--- src/rtl/seq_alu.sv ---
// seq_alu: multi-cycle ALU with {HI,LO} result register.
// Single-cycle add/sub/logic/shift/rotate ops. Signed multiply and divide
// run on a shared iterative engine: shift-add multiply or restoring divide.
// Ports:
//   clk          rising-edge clock
//   clear        asynchronous active-high reset
//   start        request, accepted only while idle (busy = 0)
//   op           operation code, latched at accept
//   a, b         signed operands, latched at accept
//   z            {HI, LO} result register (2*WIDTH bits)
//   carry        add carry-out / sub no-borrow, 0 for other ops
//   busy         multiply/divide in progress
//   done         one-cycle pulse when z/carry/div_by_zero were just updated
//   div_by_zero  last completed op was a divide with b = 0
module seq_alu #(
  parameter int unsigned WIDTH = 32
) (
  input  logic               clk,
  input  logic               clear,
  input  logic               start,
  input  logic [3:0]         op,
  input  logic [WIDTH-1:0]   a,
  input  logic [WIDTH-1:0]   b,
  output logic [2*WIDTH-1:0] z,
  output logic               carry,
  output logic               busy,
  output logic               done,
  output logic               div_by_zero
);

  localparam int unsigned SHW = $clog2(WIDTH);
  localparam int unsigned CW  = SHW + 1;
  localparam int unsigned W2  = 2 * WIDTH;
  localparam int unsigned WW  = 2 * WIDTH + 1;

  localparam logic [3:0] OP_ADD = 4'b0001;
  localparam logic [3:0] OP_SUB = 4'b0010;
  localparam logic [3:0] OP_MUL = 4'b0011;
  localparam logic [3:0] OP_SRA = 4'b0100;
  localparam logic [3:0] OP_DIV = 4'b0101;
  localparam logic [3:0] OP_AND = 4'b0110;
  localparam logic [3:0] OP_OR  = 4'b0111;
  localparam logic [3:0] OP_NEG = 4'b1000;
  localparam logic [3:0] OP_PSB = 4'b1001;
  localparam logic [3:0] OP_NOT = 4'b1010;
  localparam logic [3:0] OP_SHL = 4'b1100;
  localparam logic [3:0] OP_SHR = 4'b1101;
  localparam logic [3:0] OP_ROL = 4'b1110;
  localparam logic [3:0] OP_ROR = 4'b1111;

  localparam logic [1:0] S_IDLE = 2'd0;
  localparam logic [1:0] S_ITER = 2'd1;
  localparam logic [1:0] S_FIX  = 2'd2;

  // Registered state
  logic [1:0]       state;
  logic [CW-1:0]    cnt;
  logic [WW-1:0]    work;      // mul: {acc_hi, multiplier}; div: {rem, quotient}
  logic [WIDTH-1:0] opnd;      // mul: |a| multiplicand; div: |b| divisor
  logic             is_div;
  logic             neg_res;   // operand signs differ
  logic             sign_a;    // remainder takes the sign of a

  // Next-state values
  logic [1:0]       state_d;
  logic [CW-1:0]    cnt_d;
  logic [WW-1:0]    work_d;
  logic [WIDTH-1:0] opnd_d;
  logic             is_div_d;
  logic             neg_res_d;
  logic             sign_a_d;
  logic [W2-1:0]    z_d;
  logic             carry_d;
  logic             busy_d;
  logic             done_d;
  logic             dbz_d;

  // Operand magnitudes; |-2^(WIDTH-1)| is representable as unsigned
  logic [WIDTH-1:0] mag_a;
  logic [WIDTH-1:0] mag_b;
  assign mag_a = a[WIDTH-1] ? WIDTH'(-a) : a;
  assign mag_b = b[WIDTH-1] ? WIDTH'(-b) : b;

  // Add / subtract with carry-out
  logic [WIDTH:0] add_full;
  logic [WIDTH:0] sub_full;
  assign add_full = {1'b0, a} + {1'b0, b};
  assign sub_full = {1'b0, a} + {1'b0, ~b} + (WIDTH+1)'(1);

  // Shifts saturate when the full unsigned b is >= WIDTH; rotates use b mod WIDTH
  logic             shift_big;
  logic [SHW-1:0]   amt;
  logic [WIDTH-1:0] shl_res;
  logic [WIDTH-1:0] shr_res;
  logic [WIDTH-1:0] sra_res;
  logic [W2-1:0]    rol_dbl;
  logic [W2-1:0]    ror_dbl;
  assign shift_big = |b[WIDTH-1:SHW];
  assign amt       = b[SHW-1:0];
  assign shl_res   = shift_big ? '0 : (a << amt);
  assign shr_res   = shift_big ? '0 : (a >> amt);
  assign sra_res   = shift_big ? {WIDTH{a[WIDTH-1]}} : WIDTH'($unsigned($signed(a) >>> amt));
  assign rol_dbl   = {a, a} << amt;
  assign ror_dbl   = {a, a} >> amt;

  // One shift-add multiply step: conditional add into the high half, then shift right
  logic [WIDTH:0]  mul_hi;
  logic [WW-1:0]   mul_next;
  assign mul_hi   = work[W2:WIDTH] + (work[0] ? {1'b0, opnd} : '0);
  assign mul_next = {1'b0, mul_hi, work[WIDTH-1:1]};

  // One restoring divide step: shift {rem, quo} left, trial-subtract divisor
  logic [WIDTH:0]  div_rem_sh;
  logic [WIDTH:0]  div_trial;
  logic [WW-1:0]   div_next;
  assign div_rem_sh = work[W2-1:WIDTH-1];
  assign div_trial  = div_rem_sh - {1'b0, opnd};
  assign div_next   = div_trial[WIDTH] ? {div_rem_sh, work[WIDTH-2:0], 1'b0}
                                       : {div_trial,  work[WIDTH-2:0], 1'b1};

  // Sign fix-up applied in the FIX state
  logic [W2-1:0]    prod;
  logic [W2-1:0]    mul_res;
  logic [WIDTH-1:0] quo;
  logic [WIDTH-1:0] rem;
  logic [WIDTH-1:0] quo_res;
  logic [WIDTH-1:0] rem_res;
  assign prod    = work[W2-1:0];
  assign mul_res = neg_res ? W2'(-prod) : prod;
  assign quo     = work[WIDTH-1:0];
  assign rem     = work[W2-1:WIDTH];
  assign quo_res = neg_res ? WIDTH'(-quo) : quo;
  assign rem_res = sign_a  ? WIDTH'(-rem) : rem;

  // Next-state and output logic
  always_comb begin
    state_d   = state;
    cnt_d     = cnt;
    work_d    = work;
    opnd_d    = opnd;
    is_div_d  = is_div;
    neg_res_d = neg_res;
    sign_a_d  = sign_a;
    z_d       = z;
    carry_d   = carry;
    done_d    = 1'b0;
    dbz_d     = div_by_zero;

    case (state)
      S_IDLE: begin
        if (start) begin
          // Most ops complete here; mul/div override to enter ITER
          done_d  = 1'b1;
          carry_d = 1'b0;
          dbz_d   = 1'b0;
          case (op)
            OP_ADD: begin
              z_d[WIDTH-1:0] = add_full[WIDTH-1:0];
              carry_d        = add_full[WIDTH];
            end
            OP_SUB: begin
              z_d[WIDTH-1:0] = sub_full[WIDTH-1:0];
              carry_d        = sub_full[WIDTH];
            end
            OP_AND: z_d[WIDTH-1:0] = a & b;
            OP_OR:  z_d[WIDTH-1:0] = a | b;
            OP_NEG: z_d[WIDTH-1:0] = WIDTH'(-b);
            OP_PSB: z_d[WIDTH-1:0] = b;
            OP_NOT: z_d[WIDTH-1:0] = ~b;
            OP_SHL: z_d[WIDTH-1:0] = shl_res;
            OP_SHR: z_d[WIDTH-1:0] = shr_res;
            OP_SRA: z_d[WIDTH-1:0] = sra_res;
            OP_ROL: z_d[WIDTH-1:0] = rol_dbl[W2-1:WIDTH];
            OP_ROR: z_d[WIDTH-1:0] = ror_dbl[WIDTH-1:0];
            OP_MUL: begin
              done_d    = 1'b0;
              carry_d   = carry;
              dbz_d     = div_by_zero;
              opnd_d    = mag_a;
              work_d    = {(WIDTH+1)'(0), mag_b};
              is_div_d  = 1'b0;
              neg_res_d = a[WIDTH-1] ^ b[WIDTH-1];
              sign_a_d  = a[WIDTH-1];
              cnt_d     = CW'(WIDTH);
              state_d   = S_ITER;
            end
            OP_DIV: begin
              if (b == '0) begin
                // No iteration: z unchanged, flag the error
                dbz_d = 1'b1;
              end else begin
                done_d    = 1'b0;
                carry_d   = carry;
                dbz_d     = div_by_zero;
                opnd_d    = mag_b;
                work_d    = {(WIDTH+1)'(0), mag_a};
                is_div_d  = 1'b1;
                neg_res_d = a[WIDTH-1] ^ b[WIDTH-1];
                sign_a_d  = a[WIDTH-1];
                cnt_d     = CW'(WIDTH);
                state_d   = S_ITER;
              end
            end
            default: ;
          endcase
        end
      end

      S_ITER: begin
        work_d = is_div ? div_next : mul_next;
        cnt_d  = cnt - CW'(1);
        if (cnt == CW'(1)) state_d = S_FIX;
      end

      S_FIX: begin
        z_d     = is_div ? {rem_res, quo_res} : mul_res;
        carry_d = 1'b0;
        dbz_d   = 1'b0;
        done_d  = 1'b1;
        state_d = S_IDLE;
      end

      default: state_d = S_IDLE;
    endcase

    busy_d = (state_d != S_IDLE);
  end

  // State and output registers
  always_ff @(posedge clk or posedge clear) begin
    if (clear) begin
      state       <= S_IDLE;
      cnt         <= '0;
      work        <= '0;
      opnd        <= '0;
      is_div      <= 1'b0;
      neg_res     <= 1'b0;
      sign_a      <= 1'b0;
      z           <= '0;
      carry       <= 1'b0;
      busy        <= 1'b0;
      done        <= 1'b0;
      div_by_zero <= 1'b0;
    end else begin
      state       <= state_d;
      cnt         <= cnt_d;
      work        <= work_d;
      opnd        <= opnd_d;
      is_div      <= is_div_d;
      neg_res     <= neg_res_d;
      sign_a      <= sign_a_d;
      z           <= z_d;
      carry       <= carry_d;
      busy        <= busy_d;
      done        <= done_d;
      div_by_zero <= dbz_d;
    end
  end

endmodule

--- config.mk ---
export PLATFORM = sky130hd
export DESIGN_NAME = seq_alu
export DESIGN_NICKNAME = d
export VERILOG_FILES = /design/src/rtl/seq_alu.sv
export SDC_FILE = /design/constraint.sdc
export NUM_CORES = 2
export LEC_CHECK = 0
export ABC_CLOCK_PERIOD_IN_PS = 7600
export CAP_MARGIN = 30
export CORE_AREA = 5 5 275 277
export CTS_CLUSTER_DIAMETER = 80
export DETAILED_ROUTE_END_ITERATION = 16
export DIE_AREA = 0 0 280 282
export DONT_BUFFER_PORTS = 1
export PLACE_DENSITY = 0.58
export RECOVER_POWER = 100
export SKIP_CTS_REPAIR_TIMING = 1
export SYNTH_ARGS = -nofsm -noshare
export SYNTH_HDL_FRONTEND = slang
export SYNTH_SLANG_ARGS = --single-unit
--- constraint.sdc ---
create_clock -name clk -period 7.6 [get_ports clk]
set_input_delay 0.76 -clock clk [delete_from_list [all_inputs] [get_ports clk]]
set_output_delay 0.76 -clock clk [all_outputs]
set_load 0.02 [all_outputs]
==> impl_metrics.toml <==
[finish]
synthToLayoutAreaGrowth_pct = 4.354
finalNetCount = 3486
n_antenna_cell = 0
stdcell_count = 4214
final.fill_count = 7849
drive_gt1_share_pct = 6.359

[cts]
cts_tree = "yes"
path_clk_slew_ns = 0.07
cts_root_buffer = "clkbuf_16"
cts_max_level = 4
cts.sinks = 176
cts_buffers = 17
worstSkewPairLatency_ns = 0.46
cts_buffer_depth = 2

[routing]
firstDrtPassIters = 6
wire_per_inst_um = 28.24
num_vias = 26790
drt-total-wl_um = 119000
via_per_inst = 6.357
drt.antenna.violating_nets = 0
remaining_drc_errors = 0
drt_iter0_markers = 3117

[worst_setup_path]
slowest_delay_ns = 2.25
reg2reg_depth = 18
r2r_end = "work[63]$_DFFE_PP0P_"
cp_cell_sequence = "inv_1 -> clkbuf_1 -> ha_1 -> inv_1 -> o311ai_0 -> o21bai_1 -> o21bai_1 -> o21ai_0 -> a21boi_0 -> o21ai_0 -> xnor2_1 -> a211oi_1 -> o21ai_0"
path_max_fanout = 98
critical_path_class = "in2reg"
end_kind = "flip-flop"
critPathLaunchType = "primary input"
cp_common_cell = "o21ai_0"
cp_slowest_cell = "clkbuf_1"
r2r_start = "work[35]$_DFFE_PP0P_"
critical_path_required_ns = 7.92
r2r_setup_slack_ns = 2.19
cp.arrival_ns = 6.65

[worst_hold_path]
hold_depth = 2
hold_start = "opnd[3]$_DFFE_PP0P_"
hold_end = "opnd[3]$_DFFE_PP0P_"
hold_class = "reg2reg"

[die]
die_w_um = 280
die_area_mm2 = 0.07896
start_util_pct = 34.76
boundaryPins = 139
die_h_um = 282
core_area_mm2 = 0.07259
num_rows = 99

[power_and_ir_drop]
total_power_w = 0.009005
p_int_w = 0.004252
p_leak_nw = 10.50
swShare_pct = 52.78
vdd_ir_drop_max_mv = 0.2768
power_switching_w = 0.004753
pwr-share-seq_pct = 24.6
power_density_mw_per_mm2 = 342.0
pwr-share-comb_pct = 65.7
p_clk_share_pct = 9.7

[logic_synthesis]
syn_inst = 3439
synth_cell_type_count = 91
syn_area_mm2 = 0.02523
synth-seq-cells = 176
synth_edf_count = 0
ys_warn_count = 0
synth.yosys.seq_area_share_pct = 17.45
synth.avg_cell_area_um2 = 7.337
async_flop_share_pct = 100.0
synth_nets = 3683
ys.flop_type = "dfrtp_1"

[timing]
skew_ns = 0.01713
slew_viol_final = 407
fin_setup_tns_ns = 0
grt_setup_unrepaired = "no"
hold_ws_ns = 0.4831
fin_ws_ns = 1.269
max_freq_mhz = 157.9
finalCriticalPeriod_ns = 6.331
finalCritPeriodShare_pct = 83.30
maxSlewHeadroom_pct = -217.5
worst_slew_pin_slew_ns = 4.737
setup_viol = 0
final-hold-violation-count = 0

[grt]
grt_overflow = 0
grt_pass1_wl_um = 172300
grt_max_degree = 101
gr-usage-all-layers_pct = 28.80
first_global_vias = 24660
antenna_found_initial = 0

[place]
place_congestion = 1.059
dp.cells = 4181
hpwl_um = 90190
place_ws_ns = 2.459
port-buffer-count = 0

[outcome]
status = "finished with violations"
failed_checks = "capacitance limit, slew limit"

[run]
max_cap_viol_count = 7
-- critical path: cells and delay by family --
kind	cells	cell delay, ns
compound gates	8	2.69
xor+xnor	1	0.09
fa+ha+maj	1	0.65
buf+inv	3	2.42
-- cell usage after synthesis, types with 19 or more instances --
cell,n,share of area [%]
a211oi_1,80,2.4
a21o_1,54,1.6
a21oi_1,256,5.1
a221oi_1,20,0.69
a22oi_1,26,0.77
a31oi_1,43,1.1
buf_1,27,0.40
buf_2,19,0.38
clkbuf_1,210,3.1
dfrtp_1,176,17
ha_1,169,8.4
inv_1,156,2.3
mux2_2,26,1.2
mux2i_1,106,4.2
mux4_2,59,5.3
nand2_1,331,4.9
nand2b_1,42,1.0
nand3_1,59,1.2
nor2_1,429,6.4
nor2b_1,26,0.64
nor3_1,65,1.3
nor4_1,23,0.57
o211ai_1,64,1.9
o21ai_0,289,5.7
o21ai_1,28,0.56
o21bai_1,21,0.62
o22ai_1,37,0.92
o31ai_1,35,1.0
or4_1,20,0.60
xnor2_1,199,6.9
xor2_1,31,1.1
-- cells by family after synthesis --
group	share of synthesized area, %
compound gates	28.80
xor+xnor	7.983
fa+ha+maj	8.697
buf+inv	6.461
flops	17.45
mux	10.63
simple gates	19.97
-- layer usage --
layer	vias to the layer above	share of wire, %	track usage (%)
li1	12120	-	-
met1	12930	40	37.49
met2	1459	44	44.72
met3	286	9.3	6.036
met4	0	6.9	15.92
met5	-	0	0
-- worst max path at each step --
stage	startpoint	end	slack (ns)	cells after the start
after global placement	work[35]$_DFFE_PP0P_	work[63]$_DFFE_PP0P_	2.19	17
final	b[3]	z[25]$_DFFE_PP0P_	1.27	13
after floorplan	clear	busy$_DFF_PP0_	2.07	1
after CTS	work[35]$_DFFE_PP0P_	work[63]$_DFFE_PP0P_	2.42	18
after global routing	b[3]	z[25]$_DFFE_PP0P_	1.05	13
after detailed placement	work[35]$_DFFE_PP0P_	work[63]$_DFFE_PP0P_	2.46	18
-- placed cells by master (no fill, tap or decap), types with 31 or more instances in the layout --
cell type / n
nor2_1: 424
nand2_1: 331
o21ai_0: 304
a21oi_1: 256
xnor2_1: 199
dfrtp_1: 175
ha_1: 169
inv_1: 156
mux2i_1: 106
a211oi_1: 80
nor3_1: 65
o211ai_1: 64
mux4_2: 59
nand3_1: 58
a21o_1: 54
a31oi_1: 43
nand2b_1: 40
o22ai_1: 37
o31ai_1: 34
buf_4: 34
xor2_1: 31
-- sequential cells by signal (all words and copies together), names as in the netlist --
name,flops
busy,1
carry,1
cnt,6
div_by_zero,1
done,1
is_div,1
neg_res,1
opnd,32
sign_a,1
state,2
work,65
z,64
-- cell type report --
type | count | area [um2] | area share (%)
Timing Repair Buffer | 45 | 315.3 | 1.197
Sequential cell | 176 | 4405 | 16.73
Clock buffer | 23 | 488.0 | 1.853
Clock inverter | 9 | 75.07 | 0.2851
Tap cell | 959 | 1200 | 4.557
Multi-Input combinational cell | 2842 | 19250 | 73.09
Inverter | 160 | 601.8 | 2.286
-- through the flow --
step	utilization [%]	area (um2)
after floorplan	-	25230
after global placement	35.53	25790
after detailed placement	35.60	25840
after CTS	36.38	26410
after global routing	36.28	26330
final	36.28	26330
-- power by group through the flow --
stage               Combinational, W  Sequential (W)  Clock, W
finish                       0.00592         0.00221  0.000876
global route                 0.00649         0.00228  0.000921
CTS                          0.00584         0.00221  0.000889
detailed placement           0.00580         0.00223         0
global placement             0.00579         0.00222         0
floorplan                    0.00450         0.00195         0
Power figures use the tool's default switching activity.
